===== src/rtl/seq_datapath.sv =====
// seq_datapath: sequenced register-file datapath with shifter, 4-op ALU and Z/N/V flags
//
// Optional feature: define SEQ_DATAPATH_BYPASS_EN to let A/B capture an external
// write that targets the register being read on the same edge (write-through).
//
// Ports:
//   clk, rst_n            rising-edge clock, asynchronous active-low reset
//   start / ready         command handshake; a command is accepted only in IDLE
//   ra, rb, rd            source A, source B and destination register numbers
//   shift                 00 none, 01 LSL1, 10 LSR1, 11 ASR1 (applied to B)
//   alu_op                00 ADD, 01 SUB, 10 AND, 11 NOT B
//   asel, bsel, imm       zero the A operand / use imm instead of shifted B
//   wb_en, set_flags      write C back to rd / update Z/N/V in EXEC
//   ext_we, ext_wnum,     external register write port; ext_vsel picks
//   ext_vsel, mdata,      mdata, sximm8, zero-extended pc or C
//   sximm8, pc
//   done                  one-cycle pulse when a command completes
//   datapath_out          C register
//   Z_out, N_out, V_out   status register
module seq_datapath #(
    parameter int WIDTH = 16,
    parameter int NREGS = 8,
    parameter int PCW = 9,
    localparam int RW = $clog2(NREGS)
) (
    input  logic             clk,
    input  logic             rst_n,
    input  logic             start,
    output logic             ready,
    input  logic [RW-1:0]    ra,
    input  logic [RW-1:0]    rb,
    input  logic [RW-1:0]    rd,
    input  logic [1:0]       shift,
    input  logic [1:0]       alu_op,
    input  logic             asel,
    input  logic             bsel,
    input  logic [WIDTH-1:0] imm,
    input  logic             wb_en,
    input  logic             set_flags,
    input  logic             ext_we,
    input  logic [RW-1:0]    ext_wnum,
    input  logic [1:0]       ext_vsel,
    input  logic [WIDTH-1:0] mdata,
    input  logic [WIDTH-1:0] sximm8,
    input  logic [PCW-1:0]   pc,
    output logic             done,
    output logic [WIDTH-1:0] datapath_out,
    output logic             Z_out,
    output logic             N_out,
    output logic             V_out
);

    typedef enum logic [2:0] {IDLE, RDA, RDB, EXEC, WB} state_t;

    state_t state, state_nxt;
    logic done_nxt;

    logic [WIDTH-1:0] regs [NREGS];
    logic [WIDTH-1:0] a, b, c;
    logic z, n, v;

    logic [RW-1:0]    c_ra, c_rb, c_rd;
    logic [1:0]       c_shift, c_op;
    logic             c_asel, c_bsel, c_wb, c_sf;
    logic [WIDTH-1:0] c_imm;

    logic [WIDTH-1:0] pc_ext, ext_data, a_src, b_src;
    logic [WIDTH-1:0] ain, bsh, bin, sum, diff, res;
    logic             res_v;
    logic             accept;

    assign accept = (state == IDLE) && start;

    // State register; done is registered so it pulses in the cycle IDLE is re-entered
    always_ff @(posedge clk or negedge rst_n) begin
        if (!rst_n) begin
            state <= IDLE;
            done  <= 1'b0;
        end else begin
            state <= state_nxt;
            done  <= done_nxt;
        end
    end

    always_comb begin
        state_nxt = state;
        case (state)
            IDLE:    state_nxt = start ? RDA : IDLE;
            RDA:     state_nxt = RDB;
            RDB:     state_nxt = EXEC;
            EXEC:    state_nxt = c_wb ? WB : IDLE;
            WB:      state_nxt = IDLE;
            default: state_nxt = IDLE;
        endcase
    end

    always_comb begin
        ready    = (state == IDLE);
        done_nxt = ((state == EXEC) && !c_wb) || (state == WB);
    end

    // Command register: inputs are sampled once so the controller may move on
    always_ff @(posedge clk or negedge rst_n) begin
        if (!rst_n) begin
            c_ra    <= '0;
            c_rb    <= '0;
            c_rd    <= '0;
            c_shift <= '0;
            c_op    <= '0;
            c_asel  <= 1'b0;
            c_bsel  <= 1'b0;
            c_imm   <= '0;
            c_wb    <= 1'b0;
            c_sf    <= 1'b0;
        end else if (accept) begin
            c_ra    <= ra;
            c_rb    <= rb;
            c_rd    <= rd;
            c_shift <= shift;
            c_op    <= alu_op;
            c_asel  <= asel;
            c_bsel  <= bsel;
            c_imm   <= imm;
            c_wb    <= wb_en;
            c_sf    <= set_flags;
        end
    end

    always_comb begin
        pc_ext = '0;
        pc_ext[PCW-1:0] = pc;
        ext_data = ext_vsel == 2'b00 ? mdata :
                   ext_vsel == 2'b01 ? sximm8 :
                   ext_vsel == 2'b10 ? pc_ext : c;
    end

    // Register file; the writeback assignment comes last so it wins a same-edge conflict
    always_ff @(posedge clk or negedge rst_n) begin
        if (!rst_n) begin
            for (int i = 0; i < NREGS; i++)
                regs[i] <= '0;
        end else begin
            if (ext_we)
                regs[ext_wnum] <= ext_data;
            if (state == WB)
                regs[c_rd] <= c;
        end
    end

`ifdef SEQ_DATAPATH_BYPASS_EN
    assign a_src = (ext_we && ext_wnum == c_ra) ? ext_data : regs[c_ra];
    assign b_src = (ext_we && ext_wnum == c_rb) ? ext_data : regs[c_rb];
`else
    assign a_src = regs[c_ra];
    assign b_src = regs[c_rb];
`endif

    always_comb begin
        ain  = c_asel ? '0 : a;
        bsh  = c_shift == 2'b01 ? {b[WIDTH-2:0], 1'b0} :
               c_shift == 2'b10 ? {1'b0, b[WIDTH-1:1]} :
               c_shift == 2'b11 ? {b[WIDTH-1], b[WIDTH-1:1]} : b;
        bin  = c_bsel ? c_imm : bsh;
        sum  = ain + bin;
        diff = ain - bin;
        res  = c_op == 2'b00 ? sum :
               c_op == 2'b01 ? diff :
               c_op == 2'b10 ? (ain & bin) : ~bin;
        // Overflow: operands agree (ADD) or differ (SUB) in sign and the result sign flips
        res_v = c_op == 2'b00 ? (ain[WIDTH-1] == bin[WIDTH-1]) && (sum[WIDTH-1] != ain[WIDTH-1]) :
                c_op == 2'b01 ? (ain[WIDTH-1] != bin[WIDTH-1]) && (diff[WIDTH-1] != ain[WIDTH-1]) :
                1'b0;
    end

    always_ff @(posedge clk or negedge rst_n) begin
        if (!rst_n) begin
            a <= '0;
            b <= '0;
            c <= '0;
            z <= 1'b0;
            n <= 1'b0;
            v <= 1'b0;
        end else begin
            if (state == RDA)
                a <= a_src;
            if (state == RDB)
                b <= b_src;
            if (state == EXEC) begin
                c <= res;
                if (c_sf) begin
                    z <= (res == '0);
                    n <= res[WIDTH-1];
                    v <= res_v;
                end
            end
        end
    end

    assign datapath_out = c;
    assign Z_out = z;
    assign N_out = n;
    assign V_out = v;

endmodule


===== config.mk =====
export PLATFORM = sky130hd
export DESIGN_NAME = seq_datapath
export DESIGN_NICKNAME = d
export VERILOG_FILES = /design/src/rtl/seq_datapath.sv
export SDC_FILE = /design/constraint.sdc
export NUM_CORES = 1
export LEC_CHECK = 0
export CAP_MARGIN = 20
export CORE_AREA = 2 2 156 158
export DETAILED_ROUTE_END_ITERATION = 10
export DIE_AREA = 0 0 158 160
export GPL_ROUTABILITY_DRIVEN = 0
export PLACE_DENSITY = 0.81
export RECOVER_POWER = 100
export SYNTH_ARGS = -nofsm -noshare
export SYNTH_HDL_FRONTEND = slang
export SYNTH_SLANG_ARGS = --single-unit

===== constraint.sdc =====
create_clock -name clk -period 9.49 [get_ports clk]
set_clock_uncertainty 0.15 [all_clocks]
set_input_delay 1.898 -clock clk [delete_from_list [all_inputs] [get_ports clk]]
set_output_delay 1.898 -clock clk [all_outputs]
set_load 0.01 [all_outputs]

==> metrics.txt <==
syn avg cell area 9.61 um2; commonest cells after routing, fill and taps aside dfrtp_1, nand2_1, o21ai_0; Post-synth EDFFs 0; RSZ-0062 raised after global routing no; worst path arrival time 5.10 ns; post-CTS setup buffers 0; LEAKAGE 6.56 nW; Synth Register Bits 216; Core Box Area 23800 um2; Post-synth ARST share 100%; Slew Viols, Final 210; PwrDens 411 nW/um2; # clock sinks 216; family with the most delay on the worst path buffers and inverters; # hold bufs at CTS 0; All-Layer GR Usage 32.6%; syn_nets 1577; wire per inst 22.0 um; slowest stage delay, CP 2.60 ns; synthesized area 14000 um2; row count 57; most common cell after layout, fill and taps aside dfrtp_1; Post-DP Area 15200 um2; clk_lat worst skew 0.56 ns; Distinct cells, synth 72; CTS clock-pin slew for the worst setup and hold paths 0.06 ns; worst hold path class flop to flop; post-cts resize count 0; clk buf depth 3; hpwl dp 27100 um; vias in the first global route 11800; Peak VDD IR 0.000228 V; Tcrit/Tclk final 57.2%; Reg area 5410 um2; DRT Pass-1 Iters 5; Num CTS Buffers 26; Max-slew headroom -142%; vias 11800; CTS tree yes; worst hold path cell count 1; status complete, but fails checks; initial antenna violation count 0; fmax 184 MHz; R2R cell count 12; initial cell density of the core 58.9%; worst min-delay path startpoint c_wb$_DFFE_PN0P_; critical path capture point type async pin; Post-Route WL 40400 um; CP max stage cell clkbuf_1; max-capacitance violation count 5; crit-path max FO 89; Reg-to-Reg End Z_out$_DFFE_PN0P_; Die Ht 160 um; Setup TNS 0 ns; global-route wire length before repair 63800 um; synth-to-layout area growth 14.5%; hold endpoint done$_DFF_PN0_; endpoints failing setup 0; R2R setup slack 4.81 ns; Routed Antenna Nets 0; Main synth FF type dfrtp_1; Worst Tran Pin Value 3.63 ns; remaining global-route overflow 0; Final Hold Fails 0; vias per cell 6.43; Gate Count Post-Synth 1461; footprint of the multi-input gates 7980 um2; Worst setup SP type primary input; Nets 1612; Die Footprint 25300 um2; drt initial violations 1170; failing checks capacitance limit, slew limit; FF-to-FF Start c_shift[0]$_DFFE_PN0P_; Ports 104; H-Tree Depth 1; crit-path cells buf_8 -> clkbuf_1; Die Width 158 um; Yosys Warn Count 0; layout cell share with drive strength beyond 1 13.3%; pin count of the biggest net entering global routing 90; WS Path Type primary input to async pin; sequential element share of the synthesized area 38.5%; WP data required 9.16 ns; fillers 1843; Buf/Inv on CP 2; Root Buffer clkbuf_16; Final min period 5.43 ns; DRC Markers 0; port bufs 103; final instance area 16100 um2
[stage by stage]
stage	instances	hold WS (ns)	total power, mW	setup slack, ns	utilization, %
2_1_floorplan	1461	0.290	4.53	5.74	-
3_3_place_gp	1791	0.302	5.36	5.42	63.9
3_5_place_dp	1791	0.321	5.52	5.26	63.9
4_1_cts	1839	0.325	6.57	5.23	67.7
5_1_grt	1840	0.352	7.02	3.44	67.5
6_report	1841	0.321	6.61	4.06	67.5
[registers in the layout, summed over array words and instances (netlist names)]
| name | count |
|---|---|
| regs | 128 |
| a | 16 |
| b | 16 |
| c_imm | 16 |
| datapath_out | 16 |
| c_ra | 3 |
| c_rb | 3 |
| c_rd | 3 |
| state | 3 |
| c_op | 2 |
| c_shift | 2 |
| N_out | 1 |
| V_out | 1 |
| Z_out | 1 |
| c_asel | 1 |
| c_bsel | 1 |
| c_sf | 1 |
| c_wb | 1 |
| done | 1 |
[layout make-up]
type	instances	share of cell area, %
antenna	1	0.0156
clock buffer	36	4.66
clock inverter	12	0.965
inverter	36	0.841
multi-input combinational	1083	49.6
sequential	216	33.6
tap	324	2.52
timing repair buffer	133	7.73
[per-layer routing]
layer / vias up / wire (um) / track usage [%]
met2: 695 / 19400 / 53.4
met4: 0 / 1680 / 12.7
met5: - / 0 / 0
li1: 5313 / - / -
met1: 5677 / 15500 / 43.3
met3: 145 / 3820 / 5.75
[worst reg2reg max path, delay by kind of cell, from the launching register on]
family                     cells  cell delay [ns]
AOI/OAI and AO/OA              4             1.28
and+or+nand+nor                4             0.84
muxes                          3             0.93
adders and majority gates      1             0.53
DFF                            1             0.87
[cells in the mapped netlist, types with 24 or more instances]
cell	number	area [um2]
nor2b_1	24	150
clkbuf_1	91	342
mux2_2	37	417
a21oi_1	97	485
nand2_1	210	788
nor2_1	111	417
inv_1	36	135
ha_1	31	388
o21ai_0	187	936
mux2i_1	130	1300
mux4_2	74	1670
dfrtp_1	216	5410
[where the power goes]
part           internal (mW)  switching [mW]
combinational           1.68            1.99
clock                  0.612           0.416
sequential              1.34           0.570
total                   3.63            2.97
[worst max-delay path by stage]
stage                           start                     endpoint  slack, ns  depth (start not counted)
2_1_floorplan             ext_vsel[0]           regs[47]$_DFF_PN0_       5.74                          8
6_report                        rst_n  datapath_out[1]$_DFFE_PN0P_       4.06                          2
5_1_grt                         rst_n             c_wb$_DFFE_PN0P_       3.44                          2
4_1_cts        c_shift[0]$_DFFE_PN0P_            Z_out$_DFFE_PN0P_       5.23                         12
3_3_place_gp              ext_vsel[0]           regs[25]$_DFF_PN0_       5.42                          8
3_5_place_dp   c_shift[0]$_DFFE_PN0P_            Z_out$_DFFE_PN0P_       5.26                         12
[cells by family after synthesis]
kind of cell	synth area share, %
fa+ha+maj	3.05
compound gates	15.4
xor+xnor	0.749
buf+inv	4.64
simple gates	13.5
mux	24.1
flops	38.5
Note: power is estimated with default switching activity, not from simulation.
